<file path="config.mk">
export PLATFORM = sky130hd
export DESIGN_NAME = bus_arbiter3
export DESIGN_NICKNAME = d
export VERILOG_FILES = /design/src/rtl/bus_arbiter3.sv
export SDC_FILE = /design/constraint.sdc
export NUM_CORES = 1
export LEC_CHECK = 0
export CAP_MARGIN = 25
export CORE_UTILIZATION = 35
export CTS_CLUSTER_SIZE = 24
export DETAILED_ROUTE_END_ITERATION = 7
export HOLD_SLACK_MARGIN = 0.03
export PLACE_DENSITY_LB_ADDON = 0.15
export SYNTH_ARGS = -nofsm -noshare
export SYNTH_HDL_FRONTEND = slang
export SYNTH_SLANG_ARGS = --single-unit
</file>
<file path="constraint.sdc">
create_clock -name clk -period 3.65 [get_ports clk]
set_input_delay 0.5475 -clock clk [delete_from_list [all_inputs] [get_ports clk]]
set_output_delay 0.5475 -clock clk [all_outputs]
set_load 0.05 [all_outputs]
</file>
<file path="src/rtl/bus_arbiter3.sv">
// Round-robin arbiter for a three-input shared bus mux with bounded tenure.
// Owner holds the bus until its request drops or MAX_BEATS beats have been accepted.
module bus_arbiter3 #(
    parameter int MAX_BEATS = 4,
    parameter int CNT_W     = 3
) (
    input  logic       clk,
    input  logic       rst_n,
    input  logic [2:0] req,
    input  logic       bus_ready,
    output logic [2:0] grant,
    output logic [1:0] sel,
    output logic       bus_valid,
    output logic       busy
);

    localparam logic [0:0] IDLE = 1'b0;
    localparam logic [0:0] BUSY = 1'b1;
    localparam logic [CNT_W-1:0] LAST_CNT = CNT_W'(MAX_BEATS - 1);

    logic [0:0]       state;
    logic [1:0]       owner;
    logic [1:0]       last_owner;
    logic [CNT_W-1:0] beat_cnt;

    logic [1:0] cand1, cand2, pick;
    logic       pick_ok;
    logic       owner_req;
    logic       beat;
    logic       last_beat;
    logic       rel;

    function automatic logic [1:0] next_idx(input logic [1:0] i);
        return (i == 2'd2) ? 2'd0 : i + 2'd1;
    endfunction

    // Scan last_owner+1, +2, +3: the previous owner always comes last.
    always_comb begin
        cand1   = next_idx(last_owner);
        cand2   = next_idx(cand1);
        pick    = cand1;
        pick_ok = 1'b1;
        if (req[cand1])           pick = cand1;
        else if (req[cand2])      pick = cand2;
        else if (req[last_owner]) pick = last_owner;
        else                      pick_ok = 1'b0;
    end

    // Handshake: a beat transfers on a rising edge where bus_valid and bus_ready are both 1.
    assign owner_req = req[owner];
    assign busy      = (state == BUSY);
    assign bus_valid = busy & owner_req;
    assign beat      = bus_valid & bus_ready;
    assign last_beat = (MAX_BEATS != 0) && (beat_cnt == LAST_CNT);
    assign rel       = !owner_req || (beat && last_beat);

    always_ff @(posedge clk or negedge rst_n) begin
        if (!rst_n) begin
            state      <= IDLE;
            owner      <= 2'd0;
            last_owner <= 2'd2;
            beat_cnt   <= '0;
            grant      <= 3'b000;
            sel        <= 2'b11;
        end else if (state == IDLE) begin
            if (pick_ok) begin
                state    <= BUSY;
                owner    <= pick;
                grant    <= 3'b001 << pick;
                sel      <= pick;
                beat_cnt <= '0;
            end
        end else begin
            if (rel) begin
                state      <= IDLE;
                last_owner <= owner;
                grant      <= 3'b000;
                sel        <= 2'b11;
                beat_cnt   <= '0;
            end else if (beat) begin
                beat_cnt <= beat_cnt + 1'b1;
            end
        end
    end

endmodule

</file>
**Word level (Yosys, flattened, before mapping)**

Cells that the tools add are included.

- Flip-flop bits (word level): 13
- Output and inout bits: 7
- Logic and storage cells: 59

- $add $sub $neg: 3
- Magnitude comparators: 4
- Eq/ne operators: 5
- Shifts and indexed selects: 1
- Mux-type cells: 29
- Bitwise gates (word level): 3
- Reductions and logical operators: 8

Operator list:

| operator | number |
|---|---|
| 2-to-1 mux 3 bit | 7 |
| 2-to-1 mux 2 bit | 8 |
| less-than comparator 2 x 3 -> 1 bit (second input constant) | 4 |
| 2-to-1 mux 1 bit | 10 |
| binary-select mux 1 bit (select 2 bit) | 4 |
| AND reduction 2 bit | 4 |
| adder 2 x 1 -> 2 bit (second input constant) | 2 |
| == test 2 bit (second input constant) | 2 |
| adder 3 x 1 -> 3 bit (second input constant) | 1 |
| == test 3 x 2 -> 1 bit (second input constant) | 1 |
| != test 3 x 1 -> 1 bit (second input constant) | 1 |
| left shift 1 x 2 -> 3 bit (first input constant) | 1 |
| bitwise AND 1 bit | 2 |
| != test 2 x 1 -> 1 bit (second input constant) | 1 |
| nonzero test 2 bit | 1 |
| logical AND 1 bit | 1 |
| zero test 1 bit | 1 |
| logical OR 1 bit | 1 |
| inverter 1 bit | 1 |

**Depth between registers and ports, before layout**

- Depth in word-level cells: 11
- Gate-level depth with buffers: 5

**Worst setup path before layout**

OpenSTA, ideal clock, no wires.

- Kind: input -> output
- Start point: input req[1]
- End point: output bus_valid
- Data arrival time: 1372 ps
- Required time: 3102 ps
- Path slack: 1730 ps
- Stages: 4
- Path buffers: 1
- Cell sequence: buf_2 -> nand2_1 -> o22ai_2 -> and2_2

- Cells in the longest elaborated chain, start to end: 3

RTL lines:

| item | RTL line | RTL |
|---|---|---|
| from (decl) | 9 | `input logic [2:0] req,` |
| binary-select mux 1 bit (select 2 bit) | 50 | `assign owner_req = req[owner];` |
| 2-to-1 mux 1 bit (implied by the code) | 50 |  |
| bitwise AND 1 bit | 52 | `assign bus_valid = busy & owner_req;` |
| to (decl) | 13 | `output logic bus_valid,` |

No other way between the ends. The select of a mux whose other input is x is not followed.

**Worst setup path in the final report**

Same ends and word-level chain as after synthesis.

==> flow_summary.ini <==
[status]
status = finished, final reports clean

[cts]
cts_hold_buf = 0
cts.clk_slew.worst_paths_ps = 70
htree_num_levels = 1
clock-root-buffer = clkbuf_4
cts_buffer_depth = 2
cts_made_buffers = 3
postCtsSetupRepairBufs = 0
cts_tree = yes
cts_resized = 0
clock_sinks = 13
clk-insertion-delay-late_ps = 280

[sta]
fin_skew_ps = 9.43
relSlewSlack_pct = 53.4
tns_ps = 0
tightest_slew_ps = 694
rsz0062_at_grt = false
finalHoldViolCount = 0
setup_viol = 0
fin_crit_ps = 3180
finalCritPeriodShare_pct = 87.2
maxSlewViolCount = 0
fmaxAchievable_ghz = 0.314

[route]
first_iter_violations = 13
final_antenna_net_count = 0
wire_per_inst_um = 13.8
dr.pass1.iters = 4
num_vias = 554
drt_wl_total_um = 1500
drc_errors = 0
viasPerCell = 5.08

[setup_path]
r2r-end = sel[1]
path_buf_inv = 2
required_ps = 3100
crit_chain = clkdlybuf4s50_1, nand2_1, o22ai_2, and2_2, clkdlybuf4s50_1
startpoint_type = input port
crit_fanout = 9
slowest_stage = clkdlybuf4s50_1
cp_data_arrival_time_ps = 2630
ff2ff_path_depth = 4
critical_path.top_delay_family = buffers and inverters
worstReg2RegStart = last_owner[1]
rrSetupSlack_ps = 1970
critPathKind = input port to output port
slowest_delay_ps = 790
end_kind = output port
crit_path_frequent_cell = clkdlybuf4s50_1

[synthesis]
yosysTopAreaCell = dfrtp_1
synthCells = 69
ys_seq_elements = 13
synth_fp_nets = 77
synth_cell_types = 38
synth.most_common_cell = dfrtp_1
synthArstFlopShare_pct = 100
synthTopCellsByArea = dfrtp_1 (33%), dfstp_2 (11%), mux2_4 (4.0%)
synth.avg_cell_area_um2 = 10.8
synthTopCellsByCount = dfrtp_1 (10), inv_1 (6), nand2_1 (5), dfstp_2 (3), o2bb2ai_1 (3)
ys.flop_type = dfrtp_1
synth_edf_count = 0
synth_top_area_share_pct = 33.4
yosys_warnings = 0
synth-seq-area-share_pct = 44.0
syn_area_um2 = 748

[die]
start_util_pct = 37.8
ios = 13
fp-row-count = 16
die_h_um = 48.2
core-area_um2 = 1980
die_area_um2 = 2330
die_w_um = 48.2

[placement]
placed_cell_area_um2 = 882
gp_congestion = 0.735
dp.final_hpwl_um = 1060
numPortBuffers = 12

[global_route]
grt_pass1_wl_um = 2310
grt_pass1_vias = 496
grt_max_degree = 14
grt_use_total_pct = 15.0
overflow = 0
antenna_found_initial = 0

[power_and_ir_drop]
peakVddDrop_v = 0.000440
power.density_nw_per_um2 = 893
power_leakage_nw = 0.390

[worst_hold_path]
min_path_type = flip-flop to flip-flop
holdPathEnd = grant[1]
hold_depth = 1
hp-start = grant[1]

[final_layout]
design_area_um2 = 908
diodes = 0
final_layout_size_suffix_gt1_share_pct = 18.3
area_delta_synth_final_pct = 21.4
nets = 91

[run]
cap_viol_max_count = 0
[through the flow]
| step | instances | worst slack (ps) | util (%) | power (mW) | hold WS (ps) |
|---|---|---|---|---|---|
| after floorplan | 69 | 1730 | - | 0.603 | 252 |
| after global placement | 105 | 508 | 44.5 | 0.724 | 471 |
| after detailed placement | 105 | 463 | 44.5 | 0.726 | 473 |
| after CTS | 109 | 461 | 45.8 | 0.817 | 496 |
| after global routing | 109 | 383 | 45.8 | 0.867 | 502 |
| final | 109 | 468 | 45.8 | 0.811 | 491 |
[flip-flops by register name, summed over array words and instances (netlist names)]
signal,count
grant,3
sel,2
last_owner,2
busy,1
owner,2
beat_cnt,3
[worst reg2reg max path: cells and delay by family, from the launching register on]
family | cells | cell delay (ps)
DFF | 1 | 580
AOI/OAI and AO/OA | 1 | 570
muxes | 1 | 290
and+or+nand+nor | 2 | 180
[report_power, final]
group | switching (mW) | total [mW] | internal, mW
Sequential | 0.0621 | 0.275 | 0.213
Combinational | 0.262 | 0.447 | 0.186
Clock | 0.0459 | 0.0883 | 0.0424
[worst max path at each step]
stage	slack, ps	end	depth (start not counted)	start
after floorplan	1730	bus_valid	4	req[1]
after global placement	510	bus_valid	5	req[1]
after detailed placement	460	bus_valid	5	req[1]
after CTS	460	bus_valid	5	req[1]
after global routing	380	bus_valid	5	req[1]
final	470	bus_valid	5	req[1]
[final cells by class]
type                    count  area (um2)
clock buffers               4        26.3
fillers                   181        1070
inverters                   6        22.5
multi-input cells          47         377
flip-flops and latches     13         329
well taps                  27        33.8
repair buffers             12         120
[per-layer routing]
metal  wire (um)  track usage [%]  share of wire, %
met3          61             6.67               4.1
met1         775             22.0                52
met5           0                0                 0
met4          14             5.00              0.93
met2         647             19.2                43
[layout by cell type, fill, tap and decap left out, types with 2 or more instances in the layout]
cell type	instances
a21o_1	2
a21o_2	2
clkbuf_4	3
clkdlybuf4s50_1	12
dfrtp_1	10
dfstp_2	3
ha_1	2
inv_1	6
mux2_4	2
mux2i_1	2
nand2_1	5
nor2_1	2
nor3_1	2
o21ai_0	2
o21bai_1	2
o2bb2ai_1	3
[kinds of logic (layout without fill, tap and decap cells)]
group	Yosys count	count (layout)	synth area share, %
mux	5	5	8.19
fa+ha+maj	2	2	3.34
flops	13	13	44.0
buf+inv	9	22	5.68
compound gates	22	22	25.4
simple gates	18	18	13.4
No activity file was read; power rests on OpenSTA's default activity.
